`config.mk`:
```
export PLATFORM = sky130hd
export DESIGN_NAME = receiver_frame_packer_flat
export DESIGN_NICKNAME = d
export VERILOG_FILES = /design/src/rtl/receiver_frame_packer_if.sv /design/src/rtl/receiver_frame_packer.sv /design/src/flat_wrapper.sv
export SDC_FILE = /design/constraint.sdc
export NUM_CORES = 1
export LEC_CHECK = 0
export ABC_AREA = 1
export CORE_MARGIN = 4
export CORE_UTILIZATION = 55
export CTS_BUF_LIST = sky130_fd_sc_hd__clkbuf_2 sky130_fd_sc_hd__clkbuf_4 sky130_fd_sc_hd__clkbuf_8
export CTS_CLUSTER_SIZE = 24
export DETAILED_ROUTE_END_ITERATION = 8
export GPL_TIMING_DRIVEN = 0
export PLACE_DENSITY = 0.78
export SYNTH_ARGS = -nofsm -noshare
export SYNTH_HDL_FRONTEND = slang
export SYNTH_SLANG_ARGS = --single-unit
```
`constraint.sdc`:
```
create_clock -name clk_96MHz -period 2.6 [get_ports clk_96MHz]
set_input_delay 0.52 -clock clk_96MHz [delete_from_list [all_inputs] [get_ports clk_96MHz]]
set_output_delay 0.52 -clock clk_96MHz [all_outputs]
set_load 0.02 [all_outputs]
```
`src/rtl/receiver_frame_packer_if.sv`:
```
// Link between the packer, the receiver block RAM and the host-link byte stream.
interface receiver_frame_packer_if;
  logic [7:0]  avl_blocks_nb;
  logic [40:0] block_wanted;
  logic        data_ready;
  logic [7:0]  block_wanted_number;
  logic [7:0]  byte_out;
  logic        byte_valid;
  logic        byte_ready;
  logic        frame_done;
  logic [7:0]  timeout_cnt;

  modport master (
    input  avl_blocks_nb, block_wanted, data_ready, byte_ready,
    output block_wanted_number, byte_out, byte_valid, frame_done, timeout_cnt
  );

  modport slave (
    output avl_blocks_nb, block_wanted, data_ready, byte_ready,
    input  block_wanted_number, byte_out, byte_valid, frame_done, timeout_cnt
  );
endinterface

```
`src/rtl/receiver_frame_packer.sv`:
```
// Scans every stored receiver block by index and emits each one as a checksummed frame:
// sync, receiver id, index, six data bytes (MSB first), XOR checksum of bytes 1..8.
module receiver_frame_packer #(
  parameter logic [7:0]  RECEIVER_ID    = 8'd0,
  parameter logic [7:0]  SYNC_BYTE      = 8'hA5,
  parameter int unsigned SETTLE_CYCLES  = 2,
  parameter int unsigned TIMEOUT_CYCLES = 255
) (
  input  logic                    clk_96MHz,
  input  logic                    reset_n,
  receiver_frame_packer_if.master bus
);

  localparam int unsigned CW      = 16;
  localparam int unsigned BCNT_W  = 4;
  localparam int unsigned SHIFT_W = 48;

  typedef enum logic [2:0] {ST_IDLE, ST_REQUEST, ST_WAIT, ST_SEND, ST_NEXT} state_t;

  state_t               state;
  logic [7:0]           n_blocks;
  logic [7:0]           idx;
  logic [CW-1:0]        settle_cnt;
  logic [CW-1:0]        wait_cnt;
  logic [BCNT_W-1:0]    byte_cnt;
  logic [7:0]           chk;
  logic [SHIFT_W-1:0]   shreg;
  logic [7:0]           block_wanted_number;
  logic [7:0]           byte_out;
  logic                 byte_valid;
  logic                 frame_done;
  logic [7:0]           timeout_cnt;

  assign bus.block_wanted_number = block_wanted_number;
  assign bus.byte_out            = byte_out;
  assign bus.byte_valid          = byte_valid;
  assign bus.frame_done          = frame_done;
  assign bus.timeout_cnt         = timeout_cnt;

  // Scan FSM with registered outputs
  always_ff @(posedge clk_96MHz or negedge reset_n) begin
    if (!reset_n) begin
      state               <= ST_IDLE;
      n_blocks            <= 8'd0;
      idx                 <= 8'd0;
      settle_cnt          <= '0;
      wait_cnt            <= '0;
      byte_cnt            <= '0;
      chk                 <= 8'd0;
      shreg               <= '0;
      block_wanted_number <= 8'd0;
      byte_out            <= 8'd0;
      byte_valid          <= 1'b0;
      frame_done          <= 1'b0;
      timeout_cnt         <= 8'd0;
    end else begin
      frame_done <= 1'b0;
      case (state)
        ST_IDLE: begin
          if (bus.avl_blocks_nb != 8'd0) begin
            n_blocks <= bus.avl_blocks_nb;
            idx      <= 8'd0;
            state    <= ST_REQUEST;
          end
        end
        ST_REQUEST: begin
          block_wanted_number <= idx;
          settle_cnt          <= '0;
          wait_cnt            <= '0;
          state               <= ST_WAIT;
        end
        ST_WAIT: begin
          // data_ready is meaningless until the RAM read has settled on the new index
          if (settle_cnt < CW'(SETTLE_CYCLES)) begin
            settle_cnt <= settle_cnt + CW'(1);
          end else if (bus.data_ready) begin
            shreg      <= {7'd0, bus.block_wanted};
            byte_cnt   <= '0;
            chk        <= 8'd0;
            byte_out   <= SYNC_BYTE;
            byte_valid <= 1'b1;
            state      <= ST_SEND;
          end else if ((wait_cnt + CW'(1)) >= CW'(TIMEOUT_CYCLES)) begin
            if (timeout_cnt != 8'hFF) timeout_cnt <= timeout_cnt + 8'd1;
            state <= ST_NEXT;
          end else begin
            wait_cnt <= wait_cnt + CW'(1);
          end
        end
        ST_SEND: begin
          if (bus.byte_ready) begin
            if (byte_cnt == BCNT_W'(9)) begin
              byte_valid <= 1'b0;
              frame_done <= 1'b1;
              state      <= ST_NEXT;
            end else begin
              byte_cnt <= byte_cnt + BCNT_W'(1);
              if (byte_cnt != BCNT_W'(0)) chk <= chk ^ byte_out;
              // Data bytes come off the top of the shift register, one shift per accepted byte
              case (byte_cnt)
                BCNT_W'(0): byte_out <= RECEIVER_ID;
                BCNT_W'(1): byte_out <= idx;
                BCNT_W'(2): byte_out <= shreg[47:40];
                BCNT_W'(8): byte_out <= chk ^ byte_out;
                default: begin
                  byte_out <= shreg[39:32];
                  shreg    <= shreg << 8;
                end
              endcase
            end
          end
        end
        ST_NEXT: begin
          if (idx == (n_blocks - 8'd1)) begin
            state <= ST_IDLE;
          end else begin
            idx   <= idx + 8'd1;
            state <= ST_REQUEST;
          end
        end
        default: state <= ST_IDLE;
      endcase
    end
  end

endmodule

```
`src/flat_wrapper.sv`:
```
// flat-port wrapper written by rule: the top's interface ports become plain ports
module receiver_frame_packer_flat 
#(
  parameter logic [7:0]  RECEIVER_ID    = 8'd0,
  parameter logic [7:0]  SYNC_BYTE      = 8'hA5,
  parameter int unsigned SETTLE_CYCLES  = 2,
  parameter int unsigned TIMEOUT_CYCLES = 255
)
  (clk_96MHz, reset_n, bus_avl_blocks_nb, bus_block_wanted, bus_data_ready, bus_byte_ready, bus_block_wanted_number, bus_byte_out, bus_byte_valid, bus_frame_done, bus_timeout_cnt);
  receiver_frame_packer_if bus_i ();
  input  logic clk_96MHz;
  input  logic reset_n;
  input wire logic [$bits(bus_i.avl_blocks_nb)-1:0] bus_avl_blocks_nb;
  input wire logic [$bits(bus_i.block_wanted)-1:0] bus_block_wanted;
  input wire logic [$bits(bus_i.data_ready)-1:0] bus_data_ready;
  input wire logic [$bits(bus_i.byte_ready)-1:0] bus_byte_ready;
  output wire logic [$bits(bus_i.block_wanted_number)-1:0] bus_block_wanted_number;
  output wire logic [$bits(bus_i.byte_out)-1:0] bus_byte_out;
  output wire logic [$bits(bus_i.byte_valid)-1:0] bus_byte_valid;
  output wire logic [$bits(bus_i.frame_done)-1:0] bus_frame_done;
  output wire logic [$bits(bus_i.timeout_cnt)-1:0] bus_timeout_cnt;
  assign bus_i.avl_blocks_nb = bus_avl_blocks_nb;
  assign bus_i.block_wanted = bus_block_wanted;
  assign bus_i.data_ready = bus_data_ready;
  assign bus_i.byte_ready = bus_byte_ready;
  assign bus_block_wanted_number = bus_i.block_wanted_number;
  assign bus_byte_out = bus_i.byte_out;
  assign bus_byte_valid = bus_i.byte_valid;
  assign bus_frame_done = bus_i.frame_done;
  assign bus_timeout_cnt = bus_i.timeout_cnt;
  receiver_frame_packer #(.RECEIVER_ID(RECEIVER_ID), .SYNC_BYTE(SYNC_BYTE), .SETTLE_CYCLES(SETTLE_CYCLES), .TIMEOUT_CYCLES(TIMEOUT_CYCLES)) u_core (.clk_96MHz(clk_96MHz), .reset_n(reset_n), .bus(bus_i));
endmodule
```
Word level (Yosys, flattened, before mapping). Index checks and enable logic that the tools add are counted.

Logic and storage cells: 113. Output and inout port bits: 26. Input port bits: 53. Register bits: 137.

Magnitude comparators: 2. Reductions and logical operators: 18. Bitwise logic cells: 3. Mux-type cells: 48. Eq/ne operators: 23. $add $sub $neg: 6.

Operator list (count): two-way mux 48 bit (5); one-hot mux 48 bit (2 select lines) (1); two-way mux 8 bit (11); two-way mux 16 bit (4); one-hot mux 16 bit (2 select lines) (2); one-hot mux 8 bit (2 select lines) (3); adder 16 x 1 -> 16 bit, second input constant (2); one-hot mux 8 bit (4 select lines) (1); AND reduction 5 bit (4); two-way mux 3 bit (6); adder 8 x 1 -> 8 bit, second input constant (2); >= comparator 16 x 8 -> 1 bit, second input constant (1); less-than comparator 16 x 2 -> 1 bit, second input constant (1); two-way mux 4 bit (4); inequality test 2 bit, second input constant (8); one-hot mux 3 bit (5 select lines) (1); AND reduction 6 bit (2); == test 4 bit, second input constant (2); == test 8 bit (1); two-way mux 1 bit (8); inequality test 2 x 1 -> 1 bit, second input constant (4); inequality test 8 bit, second input constant (1); one-hot mux 4 bit (2 select lines) (1); nonzero test 8 bit (1); other kinds (19) (24).

Longest topological paths before layout.
Depth in word-level cells: 6. Gate-level depth with buffers: 15. Depth with buffers taken out: 15.

Worst setup path after synthesis. No wires, ideal clock.

Kind: register to register. Start point: reg u_core.byte_cnt[1]. End point: reg u_core.shreg[8]. Library setup time: 0.130 ns. Path buffers: 1. Arrival time: 1.735 ns. Clock period less this slack: 1.865 ns. Data required time: 2.470 ns. Stages on the path, launching flop included: 13. Setup slack: 0.735 ns. Cells stage by stage: dfrtp_1 inv_1 ha_1 inv_1 nor2_2 nor2_1 nand3b_1 nand2_1 nand2_4 inv_2 buf_4 o211ai_1 o21ai_0.

Word-level cells in the longest chain between the ends: 4. Elaborated cells between the ends (all ways): 9. Those cells by class: 6 x eq/ne; 3 x reduce/logical.

Ends and longest elaborated chain: start: declaration (RTL line receiver_frame_packer.sv:25) `logic [BCNT_W-1:0] byte_cnt;`; start signal: assignment (RTL line receiver_frame_packer.sv:97) `byte_cnt <= byte_cnt + BCNT_W'(1);`; == test 4 x 1 -> 1 bit (tied with other cells) (RTL line receiver_frame_packer.sv:100) `case (byte_cnt)`; OR reduction 4 bit (no line); inequality test 2 bit (no line); AND reduction 6 bit (no line) *; end signal: assignment (RTL line receiver_frame_packer.sv:77) `shreg <= {7'd0, bus.block_wanted};`; end signal: assignment (RTL line receiver_frame_packer.sv:107) `shreg <= shreg << 8;`; end: declaration (RTL line receiver_frame_packer.sv:27) `logic [SHIFT_W-1:0] shreg;`.

Mark *: on every way between the ends. The rest lies on a longest branch, timed or not. A chain may end at the register's enable or synchronous reset.

Final worst setup path.
Start point: reg u_core.state[1]. End point: reg u_core.chk[3].

Word-level cells in the longest chain between the ends: 3. Elaborated cells between the ends (all ways): 10. Those cells by class: 7 x eq/ne; 1 x mux; 2 x reduce/logical.

Ends and longest elaborated chain: start: declaration (RTL line receiver_frame_packer.sv:20) `state_t state;`; start signal: assignment (RTL line receiver_frame_packer.sv:43) `state <= ST_IDLE;`; start signal: assignment (RTL line receiver_frame_packer.sv:63) `state <= ST_REQUEST;`; start signal: assignment (RTL line receiver_frame_packer.sv:70) `state <= ST_WAIT;`; == test 3 x 2 -> 1 bit (RTL line receiver_frame_packer.sv:58) `case (state)`; inequality test 2 x 1 -> 1 bit (no line) (tied with other cells); AND reduction 6 bit (no line); end signal: assignment (RTL line receiver_frame_packer.sv:98) `if (byte_cnt != BCNT_W'(0)) chk <= chk ^ byte_out;`; end: declaration (RTL line receiver_frame_packer.sv:26) `logic [7:0] chk;`.

Several ways; a longest one is shown, not always the timed one.

==> summary.txt <==
=====================================================================================
Run status                                                                  completed
Max Clock Skew                                                            0.009957 ns
Final count of pins violating max slew                                              0
Cell area power density                                                  942.1 nW/um^2
Count of H-tree levels built during CTS                                             4
Gpl congestion                                                                 0.8639
1st-pass router iterations                                                          5
Final setup viols                                                                   0
Worst Path Max Fanout                                                              10
Wire length per cell                                                         13.97 um
Residual antenna-violating net count after detailed routing                         0
Total Neg Setup Slack                                                            0 ns
GRT Util Overall                                                               23.17%
Insertion delay to the later sink of the worst-skew pair                      0.45 ns
TritonCTS clock tree                                                             done
Worst Setup Path Type                                                      reg -> reg
Switching fraction of total power                                              39.67%
Depth of the most critical reg-to-reg path                                         10
Cell type with the highest aggregate area in the netlist                 sky130_fd_sc_hd__dfrtp_1
Reg-to-reg setup timing slack                                                 0.22 ns
Max_slew headroom                                                              56.63%
Int Pwr                                                                      4.807 mW
Via density per instance                                                        5.283
Synth top area cells                                                     sky130_fd_sc_hd__dfrtp_1 49%, sky130_fd_sc_hd__nand2_1 12%, sky130_fd_sc_hd__inv_1 5.3%
Total core area                                                           12210 sq um
Post-detail-place hpwl                                                       11480 um
Class of the tightest hold or removal check                                reg -> reg
Worst setup EP type                                                              flop
Per-instance average area after synthesis                                 8.098 sq um
Most frequent standard cell in the layout excluding fill and tap cells   sky130_fd_sc_hd__nand2_1
Sequential cell fraction of total power                                         37.6%
Post-detailed-route DRC marker count                                                0
Ratio of cells with drive above 1 in the final layout                          8.000%
Final min period                                                             2.379 ns
Hold violation count in the final report                                            0
Maximum clock path buffer count                                                     2
Wire length of the first global-routing pass                                 27190 um
Die Footprint                                                             14590 sq um
Reg clk slew, reported paths                                                  0.07 ns
Fraction of the yosys area taken by sequential cells                           49.00%
Switching pwr                                                                3.161 mW
Standby leakage power                                                        3.866 nW
Number of top-level pins                                                           79
Worst vdd rail ir drop                                                    0.0004995 V
Category of the worst setup path launch point                                    flop
Syn-to-layout area delta                                                       20.89%
Number of antenna violations at the first check in global routing                   0
Total clock sinks                                                                 137
End point of the worst hold path                                         u_core.bus.block_wanted_number[3]
Number of nets in the final layout                                               1026
X dimension of the die                                                       120.8 um
Starting DRT DRC Count                                                            617
Via count of the first global-routing pass                                       5718
Slew at the pin with the worst max-slew slack                               0.6462 ns
Reg-to-reg endpoint                                                      u_core.chk[3]
Post-placement cell count                                                        1111
Highest-count cells in the layout ignoring fill and taps                 219 x sky130_fd_sc_hd__nand2_1, 137 x sky130_fd_sc_hd__dfrtp_1, 98 x sky130_fd_sc_hd__inv_1, 81 x sky130_fd_sc_hd__nor2_1, 77 x sky130_fd_sc_hd__clkdlybuf4s50_1
Number of I/O port buffers                                                         78
Number of clock buffers inserted by TritonCTS                                      17
Initial Util                                                                   57.30%
Unique masters post-synth                                                          39
Clock power frac                                                                23.3%
Number of vias in the routed layout                                              6038
Net count after synthesis                                                         927
Required time at the worst-slack endpoint                                     2.98 ns
Max-cap violations                                                                  0
Vert. Die Dim                                                                120.8 um
Clock root cell                                                          sky130_fd_sc_hd__clkbuf_8
Largest net degree at the start of global routing                                  93
Synthesized flop and latch total                                                  137
Diodes inserted                                                                     0
Grt ovf                                                                             0
Data arrival time of the worst path                                           2.76 ns
Count of synthesis-stage warnings from yosys                                        0
Maximum operating frequency                                                0.4203 GHz
Sum of routed wire length over all layers                                    15960 um
Part of the power in combinational logic                                        39.1%
Area fraction of the dominant cell type after synthesis                        49.00%
Startpoint of the worst hold path                                        u_core.bus.block_wanted_number[3]
Number of instances in the synthesized netlist                                    864
Setup repair after global routing missed its margin                                no
Cell row count                                                                     40
Post-Layout Cell Count                                                           1143
Final cycle utilization of the critical path                                   91.51%
Post-synthesis instance area                                               6997 sq um
Setup Buffers After CTS                                                             0
Worst R2R Start                                                          u_core.state[1]
Instance count along the most critical hold path                                    2
=====================================================================================
power groups by stage:
stage               clock [mW]  sequential (mW)  combinational (mW)
detailed placement           0             3.03                3.09
floorplan                    0             2.99                2.19
global placement             0             3.01                3.04
CTS                       1.89             2.99                3.11
finish                    1.86             3.00                3.11
global route              1.99             3.05                3.53
stage by stage:
stage          power [mW]  setup slack [ns]  util [%]  hold slack [ns]  instance area (sq um)
2_1_floorplan       5.183            0.7346         -           0.2244                   6997
3_3_place_gp        6.051            -4.440     65.41           0.4672                   7988
3_5_place_dp        6.123          -0.07068     65.65           0.4671                   8016
4_1_cts             7.997            0.2299     69.22           0.4866                   8453
5_1_grt             8.568           0.01488     69.26           0.5025                   8458
6_report            7.968            0.2206     69.26           0.4831                   8458
cells by family after synthesis:
| logic type | share of synthesized area (%) |
|---|---|
| buffers and inverters | 7.671 |
| DFF | 49.00 |
| xor gates and xnor gates | 3.755 |
| AOI/OAI and AO/OA | 12.41 |
| muxes | 0.4828 |
| and+or+nand+nor | 24.89 |
| adders and majority gates | 1.788 |
flip-flops by register name, indices dropped and copies added, names as in the netlist, 8 cells and up:
name	flops
u_core.bus.byte_out	8
u_core.bus.timeout_cnt	8
u_core.idx	8
u_core.n_blocks	8
u_core.shreg	48
u_core.settle_cnt	16
u_core.wait_cnt	16
u_core.bus.block_wanted_number	8
u_core.chk	8
worst max path at each step:
stage / start / endpoint / slack, ns / cells past startpoint
finish: u_core.state[1] / u_core.chk[3] / 0.22 / 10
global route: u_core.state[1] / u_core.chk[2] / 0.01 / 10
CTS: u_core.byte_cnt[1] / u_core.shreg[27] / 0.23 / 12
detailed placement: bus_avl_blocks_nb[0] / u_core.idx[6] / -0.07 / 8
global placement: reset_n / u_core.shreg[41] / -4.44 / 1
floorplan: u_core.byte_cnt[1] / u_core.shreg[8] / 0.73 / 12
area by class of cell:
type,count,area [sq um]
inverters,104,390.4
flip-flops and latches,137,3428
plain buffers,30,146.4
repair buffers,80,819.5
well taps,168,210.2
multi-input cells,593,3037
clock buffers,24,311.5
fillers,1009,3754
clock inverters,7,115.1
per-layer routing:
metal  GRT usage (%)  share of wire (%)  vias up
li1                -                  -     3015
met1           32.91                 47     2834
met5               0                  0        -
met3           5.098                5.4       24
met4           7.649                1.7        0
met2           35.45                 46      165
critical path, cell delays in order, from the launching register on:
cell,delay [ns]
sky130_fd_sc_hd__dfrtp_1,0.40
sky130_fd_sc_hd__inv_1,0.10
sky130_fd_sc_hd__nor2_2,0.06
sky130_fd_sc_hd__nand2_1,0.19
sky130_fd_sc_hd__inv_1,0.08
sky130_fd_sc_hd__buf_2,0.19
sky130_fd_sc_hd__nand2_1,0.08
sky130_fd_sc_hd__nand4_1,0.34
sky130_fd_sc_hd__nor2_1,0.62
sky130_fd_sc_hd__nand3_1,0.15
sky130_fd_sc_hd__nand2_1,0.09
timing repair:
| item | 4_1_cts | 5_1_grt |
|---|---|---|
| endpoints found under the setup margin | 0 | 1 |
| resized for setup | 0 | 1 |
| hold buffers | 1 | 0 |
| endpoints found under the hold margin | 17 | 0 |
synth_stat cells:
cell type and instances:
sky130_fd_sc_hd__a211oi_1 1, sky130_fd_sc_hd__a21boi_1 1, sky130_fd_sc_hd__a21oi_1 16, sky130_fd_sc_hd__a221oi_1 4, sky130_fd_sc_hd__a41oi_1 4, sky130_fd_sc_hd__and3_1 1, sky130_fd_sc_hd__buf_1 4, sky130_fd_sc_hd__buf_2 7
sky130_fd_sc_hd__buf_4 4, sky130_fd_sc_hd__buf_6 1, sky130_fd_sc_hd__clkbuf_1 12, sky130_fd_sc_hd__clkbuf_2 2, sky130_fd_sc_hd__clkinv_1 1, sky130_fd_sc_hd__dfrtp_1 137, sky130_fd_sc_hd__ha_1 10, sky130_fd_sc_hd__inv_1 98
sky130_fd_sc_hd__inv_2 5, sky130_fd_sc_hd__mux2_2 3, sky130_fd_sc_hd__nand2_1 219, sky130_fd_sc_hd__nand2_2 6, sky130_fd_sc_hd__nand2_4 2, sky130_fd_sc_hd__nand3_1 49, sky130_fd_sc_hd__nand3_2 3, sky130_fd_sc_hd__nand3b_1 2
sky130_fd_sc_hd__nand4_1 15, sky130_fd_sc_hd__nand4_2 1, sky130_fd_sc_hd__nor2_1 81, sky130_fd_sc_hd__nor2_2 8, sky130_fd_sc_hd__nor2_4 2, sky130_fd_sc_hd__nor3_1 11, sky130_fd_sc_hd__nor4_1 3, sky130_fd_sc_hd__o211ai_1 33
sky130_fd_sc_hd__o21ai_0 60, sky130_fd_sc_hd__o21ai_1 20, sky130_fd_sc_hd__o22a_1 2, sky130_fd_sc_hd__o31ai_1 5, sky130_fd_sc_hd__or2_2 1, sky130_fd_sc_hd__xnor2_1 13, sky130_fd_sc_hd__xor2_1 17
Note: power is estimated with default switching activity, not from simulation.
